## src/rtl/store_unit_if.sv

```systemverilog
// Bus bundle for store_unit: instruction handshake, register-file read port
// and data-memory write port. The slave modport is the store unit itself.
interface store_unit_if #(
  parameter int word_size  = 32,
  parameter int reg_addr_w = 9,
  parameter int mem_addr_w = 16
);
  logic                  instr_valid;
  logic [word_size-1:0]  instruction;
  logic                  ready;
  logic [reg_addr_w-1:0] rf_addr;
  logic [word_size-1:0]  rf_data;
  logic [mem_addr_w-1:0] mem_addr;
  logic [word_size-1:0]  mem_wdata;
  logic                  mem_we;
  logic                  mem_ack;
  logic                  done;
  logic                  err;

  modport master (
    output instr_valid, instruction, rf_data, mem_ack,
    input  ready, rf_addr, mem_addr, mem_wdata, mem_we, done, err
  );

  modport slave (
    input  instr_valid, instruction, rf_data, mem_ack,
    output ready, rf_addr, mem_addr, mem_wdata, mem_we, done, err
  );
endinterface

```

## src/rtl/store_unit.sv

```systemverilog
// STORE execution unit: reads rs from the register file, writes it to data memory at imm.
// Optional ack timeout enabled by defining STORE_ACK_TIMEOUT_EN.
//
// state | meaning
// IDLE  | ready=1, waiting for a STORE instruction
// READ  | rf_addr=rs, capture register data and address
// WRITE | mem_we=1 until mem_ack (or timeout when enabled)
module store_unit #(
  parameter int              word_size      = 32,
  parameter int              opcode_size    = 5,
  parameter int              reg_addr_w     = 9,
  parameter int              mem_addr_w     = 16,
  parameter logic [4:0]      STORE_OPCODE   = 5'b10100,
  parameter int              TIMEOUT_CYCLES = 16
) (
  input logic         clk,
  input logic         rst,
  store_unit_if.slave bus
);

  localparam int IMM_W   = 9;
  localparam int OP_LSB  = word_size - opcode_size;
  localparam int RS_LSB  = OP_LSB - reg_addr_w;
  localparam int IMM_LSB = RS_LSB - IMM_W;

  typedef enum logic [1:0] {
    IDLE  = 2'd0,
    READ  = 2'd1,
    WRITE = 2'd2
  } state_t;

  state_t state_q, state_d;

  logic [opcode_size-1:0] opcode;
  logic [reg_addr_w-1:0]  rs;
  logic [IMM_W-1:0]       imm;
  logic                   accept;
  logic                   timeout_hit;

  logic [reg_addr_w-1:0]  rf_addr_q, rf_addr_d;
  logic [IMM_W-1:0]       imm_q, imm_d;
  logic [mem_addr_w-1:0]  mem_addr_q, mem_addr_d;
  logic [word_size-1:0]   mem_wdata_q, mem_wdata_d;
  logic                   mem_we_q, mem_we_d;
  logic                   done_q, done_d;
  logic                   err_q, err_d;

  assign opcode = bus.instruction[word_size-1 -: opcode_size];
  assign rs     = bus.instruction[RS_LSB +: reg_addr_w];
  assign imm    = bus.instruction[IMM_LSB +: IMM_W];
  assign accept = (state_q == IDLE) && bus.instr_valid && (opcode == STORE_OPCODE);

`ifdef STORE_ACK_TIMEOUT_EN
  localparam int TW = $clog2(TIMEOUT_CYCLES + 1);
  logic [TW-1:0] tmo_cnt_q, tmo_cnt_d;

  // Counter holds the number of ack-less WRITE cycles already completed.
  assign timeout_hit = (state_q == WRITE) && !bus.mem_ack &&
                       (tmo_cnt_q == TW'(TIMEOUT_CYCLES - 1));

  always_comb begin
    tmo_cnt_d = tmo_cnt_q;
    if (state_q == READ)
      tmo_cnt_d = '0;
    else if ((state_q == WRITE) && !bus.mem_ack && !timeout_hit)
      tmo_cnt_d = tmo_cnt_q + 1'b1;
  end

  always_ff @(posedge clk) begin
    if (rst) tmo_cnt_q <= '0;
    else     tmo_cnt_q <= tmo_cnt_d;
  end
`else
  assign timeout_hit = 1'b0;
`endif

  always_ff @(posedge clk) begin
    if (rst) state_q <= IDLE;
    else     state_q <= state_d;
  end

  always_comb begin
    state_d = state_q;
    case (state_q)
      IDLE:    if (accept) state_d = READ;
      READ:    state_d = WRITE;
      WRITE:   if (bus.mem_ack || timeout_hit) state_d = IDLE;
      default: state_d = IDLE;
    endcase
  end

  always_comb begin
    rf_addr_d   = rf_addr_q;
    imm_d       = imm_q;
    mem_addr_d  = mem_addr_q;
    mem_wdata_d = mem_wdata_q;
    mem_we_d    = mem_we_q;
    done_d      = 1'b0;
    err_d       = 1'b0;
    case (state_q)
      IDLE: begin
        if (accept) begin
          rf_addr_d = rs;
          imm_d     = imm;
        end
      end
      READ: begin
        mem_wdata_d = bus.rf_data;
        mem_addr_d  = mem_addr_w'(imm_q);
        mem_we_d    = 1'b1;
      end
      WRITE: begin
        // An ack on the limit cycle still counts as a successful store.
        if (bus.mem_ack) begin
          mem_we_d = 1'b0;
          done_d   = 1'b1;
        end else if (timeout_hit) begin
          mem_we_d = 1'b0;
          err_d    = 1'b1;
        end
      end
      default: mem_we_d = 1'b0;
    endcase
  end

  always_ff @(posedge clk) begin
    if (rst) begin
      rf_addr_q   <= '0;
      imm_q       <= '0;
      mem_addr_q  <= '0;
      mem_wdata_q <= '0;
      mem_we_q    <= 1'b0;
      done_q      <= 1'b0;
      err_q       <= 1'b0;
    end else begin
      rf_addr_q   <= rf_addr_d;
      imm_q       <= imm_d;
      mem_addr_q  <= mem_addr_d;
      mem_wdata_q <= mem_wdata_d;
      mem_we_q    <= mem_we_d;
      done_q      <= done_d;
      err_q       <= err_d;
    end
  end

  assign bus.ready     = (state_q == IDLE);
  assign bus.rf_addr   = rf_addr_q;
  assign bus.mem_addr  = mem_addr_q;
  assign bus.mem_wdata = mem_wdata_q;
  assign bus.mem_we    = mem_we_q;
  assign bus.done      = done_q;
  assign bus.err       = err_q;

endmodule

```

## src/flat_wrapper.sv

```systemverilog
// flat-port wrapper written by rule: the top's interface ports become plain ports
module store_unit_flat 
#(
  parameter int              word_size      = 32,
  parameter int              opcode_size    = 5,
  parameter int              reg_addr_w     = 9,
  parameter int              mem_addr_w     = 16,
  parameter logic [4:0]      STORE_OPCODE   = 5'b10100,
  parameter int              TIMEOUT_CYCLES = 16
)
  (clk, rst, bus_instr_valid, bus_instruction, bus_rf_data, bus_mem_ack, bus_ready, bus_rf_addr, bus_mem_addr, bus_mem_wdata, bus_mem_we, bus_done, bus_err);
  store_unit_if #(.word_size(word_size), .reg_addr_w(reg_addr_w), .mem_addr_w(mem_addr_w)) bus_i ();
  input logic clk;
  input logic rst;
  input wire logic [$bits(bus_i.instr_valid)-1:0] bus_instr_valid;
  input wire logic [$bits(bus_i.instruction)-1:0] bus_instruction;
  input wire logic [$bits(bus_i.rf_data)-1:0] bus_rf_data;
  input wire logic [$bits(bus_i.mem_ack)-1:0] bus_mem_ack;
  output wire logic [$bits(bus_i.ready)-1:0] bus_ready;
  output wire logic [$bits(bus_i.rf_addr)-1:0] bus_rf_addr;
  output wire logic [$bits(bus_i.mem_addr)-1:0] bus_mem_addr;
  output wire logic [$bits(bus_i.mem_wdata)-1:0] bus_mem_wdata;
  output wire logic [$bits(bus_i.mem_we)-1:0] bus_mem_we;
  output wire logic [$bits(bus_i.done)-1:0] bus_done;
  output wire logic [$bits(bus_i.err)-1:0] bus_err;
  assign bus_i.instr_valid = bus_instr_valid;
  assign bus_i.instruction = bus_instruction;
  assign bus_i.rf_data = bus_rf_data;
  assign bus_i.mem_ack = bus_mem_ack;
  assign bus_ready = bus_i.ready;
  assign bus_rf_addr = bus_i.rf_addr;
  assign bus_mem_addr = bus_i.mem_addr;
  assign bus_mem_wdata = bus_i.mem_wdata;
  assign bus_mem_we = bus_i.mem_we;
  assign bus_done = bus_i.done;
  assign bus_err = bus_i.err;
  store_unit #(.word_size(word_size), .opcode_size(opcode_size), .reg_addr_w(reg_addr_w), .mem_addr_w(mem_addr_w), .STORE_OPCODE(STORE_OPCODE), .TIMEOUT_CYCLES(TIMEOUT_CYCLES)) u_core (.clk(clk), .rst(rst), .bus(bus_i));
endmodule
```

## config.mk

```make
export PLATFORM = sky130hd
export DESIGN_NAME = store_unit_flat
export DESIGN_NICKNAME = d
export VERILOG_FILES = /design/src/rtl/store_unit_if.sv /design/src/rtl/store_unit.sv /design/src/flat_wrapper.sv
export SDC_FILE = /design/constraint.sdc
export NUM_CORES = 1
export LEC_CHECK = 0
export ABC_AREA = 1
export BUFFER_PORTS_ARGS = -buffer_cell sky130_fd_sc_hd__buf_4
export CORE_MARGIN = 10
export CORE_UTILIZATION = 48
export DETAILED_ROUTE_END_ITERATION = 6
export PLACE_DENSITY = 0.84
export SYNTH_ARGS = -nofsm -noshare
export SYNTH_HDL_FRONTEND = slang
export SYNTH_SLANG_ARGS = --single-unit
```

## constraint.sdc

```tcl
create_clock -name clk -period 2.4 [get_ports clk]
set_input_delay 0 -clock clk [delete_from_list [all_inputs] [get_ports clk]]
set_output_delay 0 -clock clk [all_outputs]
set_load 0.05 [all_outputs]
```

Yosys cells after proc, flatten, opt, wreduce, memory -nomap -nowiden
Index checks and enable logic that the tools add are counted.

Register bits: 63. Output and inout port bits: 61. Word-level logic and storage cells: 27.

Equality and inequality tests: 5. Multiplexer cells: 6. Bitwise logic cells: 2. Reduce and logical (&&, ||, !) cells: 7.

Operators with widths (count): case mux 2 bit (3 select lines) (1); AND reduction 2 bit (3); equality test 5 bit (second input constant) (1); two-way mux 2 bit (2); case mux 1 bit (3 select lines) (1); equality test 2 x 1 -> 1 bit (second input constant) (1); equality test 2 bit (second input constant) (1); logical AND 1 bit (2); logical NOT 2 bit (1); two-way mux 1 bit (2); != test 2 x 1 -> 1 bit (second input constant) (1); != test 2 bit (second input constant) (1); inverter 1 bit (2); OR reduction 2 bit (1).

Depth between registers and ports, before layout
Gate-level depths: netlist of the first run.

Depth after elaboration: 5. Depth in mapped cells: 7.

Worst setup path before layout of the first run
OpenSTA, ideal clock, no wires.

Kind: register to register. Start: reg u_core.state_q[1]. End: reg u_core.rf_addr_q[6] (netlist: u_core.bus.rf_addr[6]). Arrival: 1.288 ns. Required time: 2.336 ns. Path slack: 1.047 ns. Stages on the path, launching flop included: 7. Buffers on the path: 1. Period minus slack after synthesis: 1.353 ns. Cell sequence: dfxtp_1 > nor2_4 > nand3_4 > nor2_8 > buf_8 > nor2_1 > nor2_1.

Word-level cells in the longest chain between the ends: 4.

Ends and longest elaborated chain: from (decl) (line store_unit.sv:32) `state_t state_q, state_d;`; from (signal assigned) (line store_unit.sv:79) `else state_q <= state_d;`; logical NOT 2 bit *; net bus_ready (line flat_wrapper.sv:19) `output wire logic [$bits(bus_i.ready)-1:0] bus_ready;`; logical AND 1 bit (2 in a row) (line store_unit.sv:51) `assign accept = (state_q == IDLE) && bus.instr_valid && (opcode == STORE_OPCODE);`; AND reduction 2 bit (no line) *; to (signal assigned) (line store_unit.sv:136) `rf_addr_q <= rf_addr_d;`; to (decl) (line store_unit.sv:40) `logic [reg_addr_w-1:0] rf_addr_q, rf_addr_d;`.

The timed path passes the listed nets; every way through them passes the cells marked *. A chain may end at the register's enable or synchronous reset.

Final worst setup path of the first run
Start: reg u_core.state_q[1]. End: reg u_core.state_q[0].

Word-level cells in the longest chain between the ends: 5.

Ends and longest elaborated chain (line): logical NOT 2 bit (store_unit.sv:51, store_unit.sv:84); logical AND 1 bit (2 in a row) (store_unit.sv:51); != test 2 x 1 -> 1 bit (no line); AND reduction 2 bit (no line).

Several ways; a longest one is shown, not always the timed one.

==> results of run 1 <==
[registers in the layout, summed over array words and instances (netlist names)]
register              count
u_core.bus.mem_wdata     32
u_core.bus.rf_addr        9
u_core.bus.mem_addr       9
u_core.bus.mem_we         1
u_core.bus.done           1
u_core.imm_q              9
u_core.state_q            2
[kinds of logic (layout without fill, tap and decap cells)]
group           Yosys count  count (layout)  synth area share
simple gates            171             171            0.2959
flops                    63              63            0.5099
buf+inv                  52             207            0.1047
compound gates           43              43           0.08801
other cells               1               8          0.001516
[layout make-up]
cell class	count	area, sq um
fillers	318	1027
inverters	27	101.3
clock buffers	13	158.9
flip-flops and latches	63	1261
clock inverters	3	65.06
repair buffers	164	1361
multi-input cells	222	979.7
well taps	70	87.58
[power by group]
group / switching, mW / total, mW / internal, mW
Clock: 0.386 / 1.03 / 0.641
Sequential: 0.00502 / 1.06 / 1.05
Combinational: 0.134 / 0.273 / 0.139
Total: 0.525 / 2.36 / 1.83
[synthesized netlist by cell type]
cell      count
a211oi_1      1
clkbuf_1      4
nand2_4       1
dfxtp_1      63
nand3_1      19
nor2_4        3
nor3_1        1
nor2_2        1
nor2_1      120
a21oi_1       1
buf_4         9
nand3_4       1
buf_8         1
buf_1         1
nor4_1        1
conb_1        1
buf_6         1
inv_2         5
nor2_8        1
inv_1        22
buf_2         9
nand2_1      23
o21ai_0      41
[worst max path at each step]
| stage | startpoint | end | slack, ps | cells past startpoint |
|---|---|---|---|---|
| final | u_core.state_q[1] | u_core.state_q[0] | 440 | 5 |
| after global routing | u_core.state_q[1] | u_core.state_q[1] | 350 | 4 |
| after CTS | u_core.state_q[1] | u_core.state_q[0] | 440 | 5 |
| after detailed placement | u_core.state_q[1] | u_core.state_q[1] | 1010 | 3 |
| after global placement | u_core.state_q[1] | u_core.state_q[1] | 1060 | 3 |
| after floorplan | u_core.state_q[1] | u_core.bus.rf_addr[6] | 1050 | 6 |
[metal layers]
metal  routed length, microns  vias to the layer above
met5                        0                        -
met4                      171                        0
met3                      750                       16
met2                     4196                      122
met1                     3162                     1171
li1                         -                     1323
[worst max-delay path, stage by stage (launching register included)]
cell           delay, ps
dfxtp_1              390
nor2_4               160
nand3_4              100
dlygate4sd3_1        570
nor3_1               110
dlygate4sd3_1        560
[per-stage QoR]
stage,instances,utilization
2_1_floorplan,337,-
3_3_place_gp,494,0.6486
3_5_place_dp,494,0.6486
4_1_cts,562,0.7963
5_1_grt,562,0.7963
6_report,562,0.7963
[timing repair]
action	CTS	global route
hold endpoints to repair	50	0
endpoints found under the setup margin	0	0
hold buffers	52	0
==> results.py, run 1 <==
metrics = {
    "global_route": {
        "grt_util_met3": 0.08068,
        "grt_pass1_vias": 2736,
        "grt_overflow": 0,
        "grt_usage": 0.1925,
        "met1_usage": 0.1886,
        "grt_pass1_wl_microns": 13200,
        "antenna_found_initial": 0,
        "grt.busiest_layer": "met2",
        "use_met2": 0.3430,
        "grt_max_degree": 60,
    },
    "worst_hold_path": {
        "worstHoldStart": "bus_instruction[13]",
        "min_to": "u_core.imm_q[4]",
        "hold_path_depth": 5,
        "hold_path.class": "input pin to flop",
    },
    "synth": {
        "synthesis.area_sq_mm": 0.002474,
        "yosysSeqAreaShare": 0.5099,
        "synth.ff_latch_count": 63,
        "synth_top_area_share": 0.5099,
        "yosysWarnings": 0,
        "yosysUniqueCellTypes": 23,
        "avgSynthCellArea_sq_um": 7.496,
        "syn_inst": 330,
        "yosys.area.top_type": "dfxtp_1",
        "synthTopCellsByArea": "dfxtp_1 (51%), nor2_1 (18%), o21ai_0 (8.3%)",
    },
    "floorplan": {
        "fp.dieH_microns": 91.79,
        "initial_utilization": 0.4906,
        "die_area_sq_mm": 0.008424,
        "ios": 129,
        "die-width_microns": 91.79,
        "core_sq_mm": 0.005042,
        "rows": 26,
    },
    "clocking": {
        "cts_max_level": 3,
        "clockBufferDepth": 2,
        "cts_made_buffers": 9,
        "cts_tree": "yes",
        "cts.reportedPaths.clkPinSlew_ps": 70,
        "cts_resized": 0,
        "clock-root-buffer": "clkbuf_8",
        "clkLatencyLatePin_ps": 330,
        "post_cts_buffers": 0,
        "cts.sinks": 63,
    },
    "timing": {
        "hold_viol_final": 0,
        "setup_ws_ps": 435.0,
        "whs_ps": 21.55,
        "post-route-period-util": 0.8187,
        "min_period_ps": 1965,
        "relSlewSlack": 0.4359,
        "final.setup.tns_ps": 0,
        "drv_slew": 0,
        "worst_pin_slew_ps": 846.1,
        "rsz0062_at_grt": "false",
        "fmax_mhz": 508.9,
        "finalSetupViolations": 0,
        "clock_skew_ps": 10.52,
    },
    "placed_design": {
        "postPlaceCellArea_sq_mm": 0.003271,
        "place_ws_ps": 1005,
        "io_buffers": 111,
        "dpl.hpwl_microns": 4825,
        "place_congestion": 0.6976,
    },
    "worst_setup_path": {
        "cp-end-kind": "flop",
        "cp_data_arrival_time_ps": 2230,
        "rr_worst_depth": 5,
        "reg2reg_to": "u_core.state_q[0]",
        "path_max_fanout": 5,
        "start_kind": "flop",
        "rr_startpoint": "u_core.state_q[1]",
        "required_ps": 2670,
        "rrSetupSlack_ps": 440,
        "worstSetupPathType": "flop to flop",
    },
    "drt": {
        "drtIter0Drc": 232,
        "viasPerCell": 4.683,
        "routed_wl_microns": 8280,
        "ant_nets": 0,
        "drc": 0,
        "via_count": 2632,
        "post_drt_wl_per_cell_microns": 14.73,
        "dr.pass1.iters": 4,
    },
    "layout": {
        "layout_commonest_cell": "nor2_1",
        "stdcell_area_sq_mm": 0.004015,
        "area_growth_pct": 62.32,
        "num_antenna_cells": 0,
        "nets": 555,
        "final_cell_mix": "nor2_1 (120), buf_4 (112), dfxtp_1 (63)",
        "drive_above_1_share": 0.2805,
    },
    "power": {
        "p_per_area_mw_per_mm2": 587.7,
        "power_mw": 2.360,
        "leakage_nw": 2.055,
        "ir_worst_vdd_mv": 0.3670,
    },
    "status": {
        "outcome": "finished, final reports clean",
    },
    "flow_run": {
        "cap_viol_max_count": 0,
    },
}
No activity file was read; power rests on OpenSTA's default activity.
==> inputs of run 2 (changes only) <==
--- a/config.mk
+++ b/config.mk
@@ -8,9 +8,9 @@
 export ABC_AREA = 1
 export BUFFER_PORTS_ARGS = -buffer_cell sky130_fd_sc_hd__buf_4
 export CORE_MARGIN = 10
-export CORE_UTILIZATION = 48
+export CORE_UTILIZATION = 40
 export DETAILED_ROUTE_END_ITERATION = 6
-export PLACE_DENSITY = 0.84
+export PLACE_DENSITY = 0.75
 export SYNTH_ARGS = -nofsm -noshare
 export SYNTH_HDL_FRONTEND = slang
 export SYNTH_SLANG_ARGS = --single-unit
==> constraint.sdc (replaced) <==
create_clock -name clk -period 1.8 [get_ports clk]
set_input_delay 0 -clock clk [delete_from_list [all_inputs] [get_ports clk]]
set_output_delay 0 -clock clk [all_outputs]
set_load 0.05 [all_outputs]
==> run 2 against run 1 <==
Against the previous run:
- first-iteration DRC count shrank 72%
- highest routed layer unchanged
- largest power group unchanged
- total power grew 27%
- core utilization shrank 11 points
- largest cell class unchanged
- cell count grew 3.0%
- worst hold slack lost 5.1 ps
- cell area grew 2.1%
- global-route usage shrank 3.6 points
==> results.py, run 2 (synthesis results as in run 1) <==
metrics = {
    "worst_setup_path": {
        "rrSetupSlack_ps": 190,
        "cp_data_arrival_time_ps": 1920,
        "rr_worst_depth": 5,
        "reg2reg_to": "u_core.state_q[1]",
        "path_max_fanout": 18,
        "rr_startpoint": "u_core.state_q[0]",
        "critPathLaunch": "bus_instruction[30]",
        "worstSetupPathType": "input pin to flop",
        "start_kind": "input pin",
        "cp-end-kind": "flop",
        "required_ps": 2060,
    },
    "clocking": {
        "clock-root-buffer": "clkbuf_8",
        "cts_tree": "yes",
        "cts.reportedPaths.clkPinSlew_ps": 70,
        "cts_max_level": 3,
        "cts_made_buffers": 9,
        "clkLatencyLatePin_ps": 330,
        "cts.sinks": 63,
        "cts_resized": 0,
        "clockBufferDepth": 2,
    },
    "timing": {
        "min_period_ps": 1659,
        "drv_slew": 0,
        "final.setup.tns_ps": 0,
        "fmax_mhz": 602.9,
        "post-route-period-util": 0.9214,
        "finalSetupViolations": 0,
        "rsz0062_at_grt": "false",
        "hold_viol_final": 0,
        "clock_skew_ps": 7.389,
    },
    "layout": {
        "multi_input_area_sq_um": 979.7,
        "area_growth_pct": 65.76,
        "final_cell_mix": "nor2_1 (120), buf_4 (119), dfxtp_1 (63)",
        "fillers": 493,
        "fin_util": 0.6884,
        "nets": 566,
        "stdcell_area_sq_mm": 0.004100,
        "seq_area_sq_mm": 0.001261,
        "drive_above_1_share": 0.2922,
        "largest_reg_flops": 32,
        "layout_commonest_cell": "nor2_1",
    },
    "drt": {
        "drtIter0Drc": 66,
        "post_drt_wl_per_cell_microns": 13.76,
        "ant_nets": 0,
        "drc": 0,
        "routed_wl_microns": 7967,
        "viasPerCell": 4.454,
        "dr.pass1.iters": 4,
        "via_count": 2579,
    },
    "power": {
        "leakage_nw": 2.096,
        "p_per_area_mw_per_mm2": 731.5,
        "seqPwrFrac": 0.471,
        "p_clk_frac": 0.405,
        "ir_worst_vdd_mv": 0.5015,
        "power.internal_mw": 2.279,
        "p_comb_frac": 0.125,
        "p_sw_frac": 0.2401,
        "p_sw_mw": 0.7201,
        "power_mw": 2.999,
    },
    "flow_run": {
        "cap_viol_max_count": 0,
    },
    "global_route": {
        "antenna_found_initial": 1,
        "grt_overflow": 0,
        "grt_usage": 0.1565,
        "grt_pass1_wl_microns": 12580,
        "grt_pass1_vias": 2586,
        "grt_max_degree": 36,
    },
    "worst_hold_path": {
        "hold_path_depth": 5,
        "hold_path.class": "input pin to flop",
        "min_to": "u_core.bus.rf_addr[8]",
        "worstHoldStart": "bus_instruction[26]",
    },
    "floorplan": {
        "die_area_sq_mm": 0.009730,
        "ios": 129,
        "fp.dieH_microns": 98.64,
        "die-width_microns": 98.64,
        "rows": 28,
        "core_sq_mm": 0.005956,
        "initial_utilization": 0.4153,
    },
    "placed_design": {
        "dpl.hpwl_microns": 5054,
        "postPlaceCellArea_sq_mm": 0.003319,
        "place_congestion": 0.7364,
        "io_buffers": 111,
    },
    "status": {
        "outcome": "finished, final reports clean",
    },
}
run 2: cell types whose count changed in the layout (fill, tap and decap cells not counted), sizes merged:
cell,delta
buf,+8
bufinv,-1
clkbuf,-2
clkinv,+1
clkinvlp,+1
diode,+1
dlygate4sd3,+3
inv,+1
run 2: final cells by class:
cell class,count,share of cell area
Timing Repair Buffer,175,0.3570
Clock buffer,11,0.03448
Inverter,27,0.02472
Antenna cell,1,0.0006103
Multi-Input combinational cell,222,0.2389
Sequential cell,63,0.3076
Tap cell,75,0.02289
Clock inverter,5,0.01373
run 2: repair_timing:
| action | CTS | global route |
|---|---|---|
| setup buffers | 0 | 4 |
| hold buffers | 55 | 0 |
| setup endpoints to repair | 0 | 1 |
| endpoints found under the hold margin | 52 | 0 |
run 2: metal layers:
metal  vias to the layer above  GRT usage  share of wire
met4                         0    0.03197          0.011
met3                         7    0.07751          0.080
li1                       1342          -              -
met5                         -          0              0
met1                      1151     0.1510           0.37
met2                        79     0.2925           0.54
run 2: power groups by stage:
stage | combinational, mW | sequential [mW] | clock (mW)
after floorplan | 0.126 | 1.48 | 0
after global placement | 0.271 | 1.44 | 0
after detailed placement | 0.273 | 1.44 | 0
after CTS | 0.369 | 1.41 | 1.25
after global routing | 0.399 | 1.41 | 1.31
final | 0.374 | 1.41 | 1.21
run 2: worst max path at each step:
stage / endpoint / slack (ps)
after detailed placement: u_core.bus.mem_wdata[24] / 380
after CTS: u_core.state_q[1] / 130
after floorplan: u_core.bus.rf_addr[6] / 450
after global placement: u_core.bus.mem_addr[6] / 450
after global routing: u_core.state_q[1] / 60
final: u_core.imm_q[8] / 140
run 2: critical path, stage by stage:
cell           delay, ps
dlygate4sd3_1        530
buf_4                130
nor2_1                90
dlygate4sd3_1        620
nand2_4               90
nor2_8               260
nor2_1                70
nor2_1               120
run 2: stage by stage:
stage / worst slack [ps] / cells / hold WS [ps]
final: 141.4 / 579 / 16.41
after global routing: 56.62 / 579 / 35.57
after CTS: 127.8 / 574 / 0.6978
after detailed placement: 382.8 / 503 / 210.1
after global placement: 446.3 / 503 / 207.4
after floorplan: 447.5 / 337 / 69.07
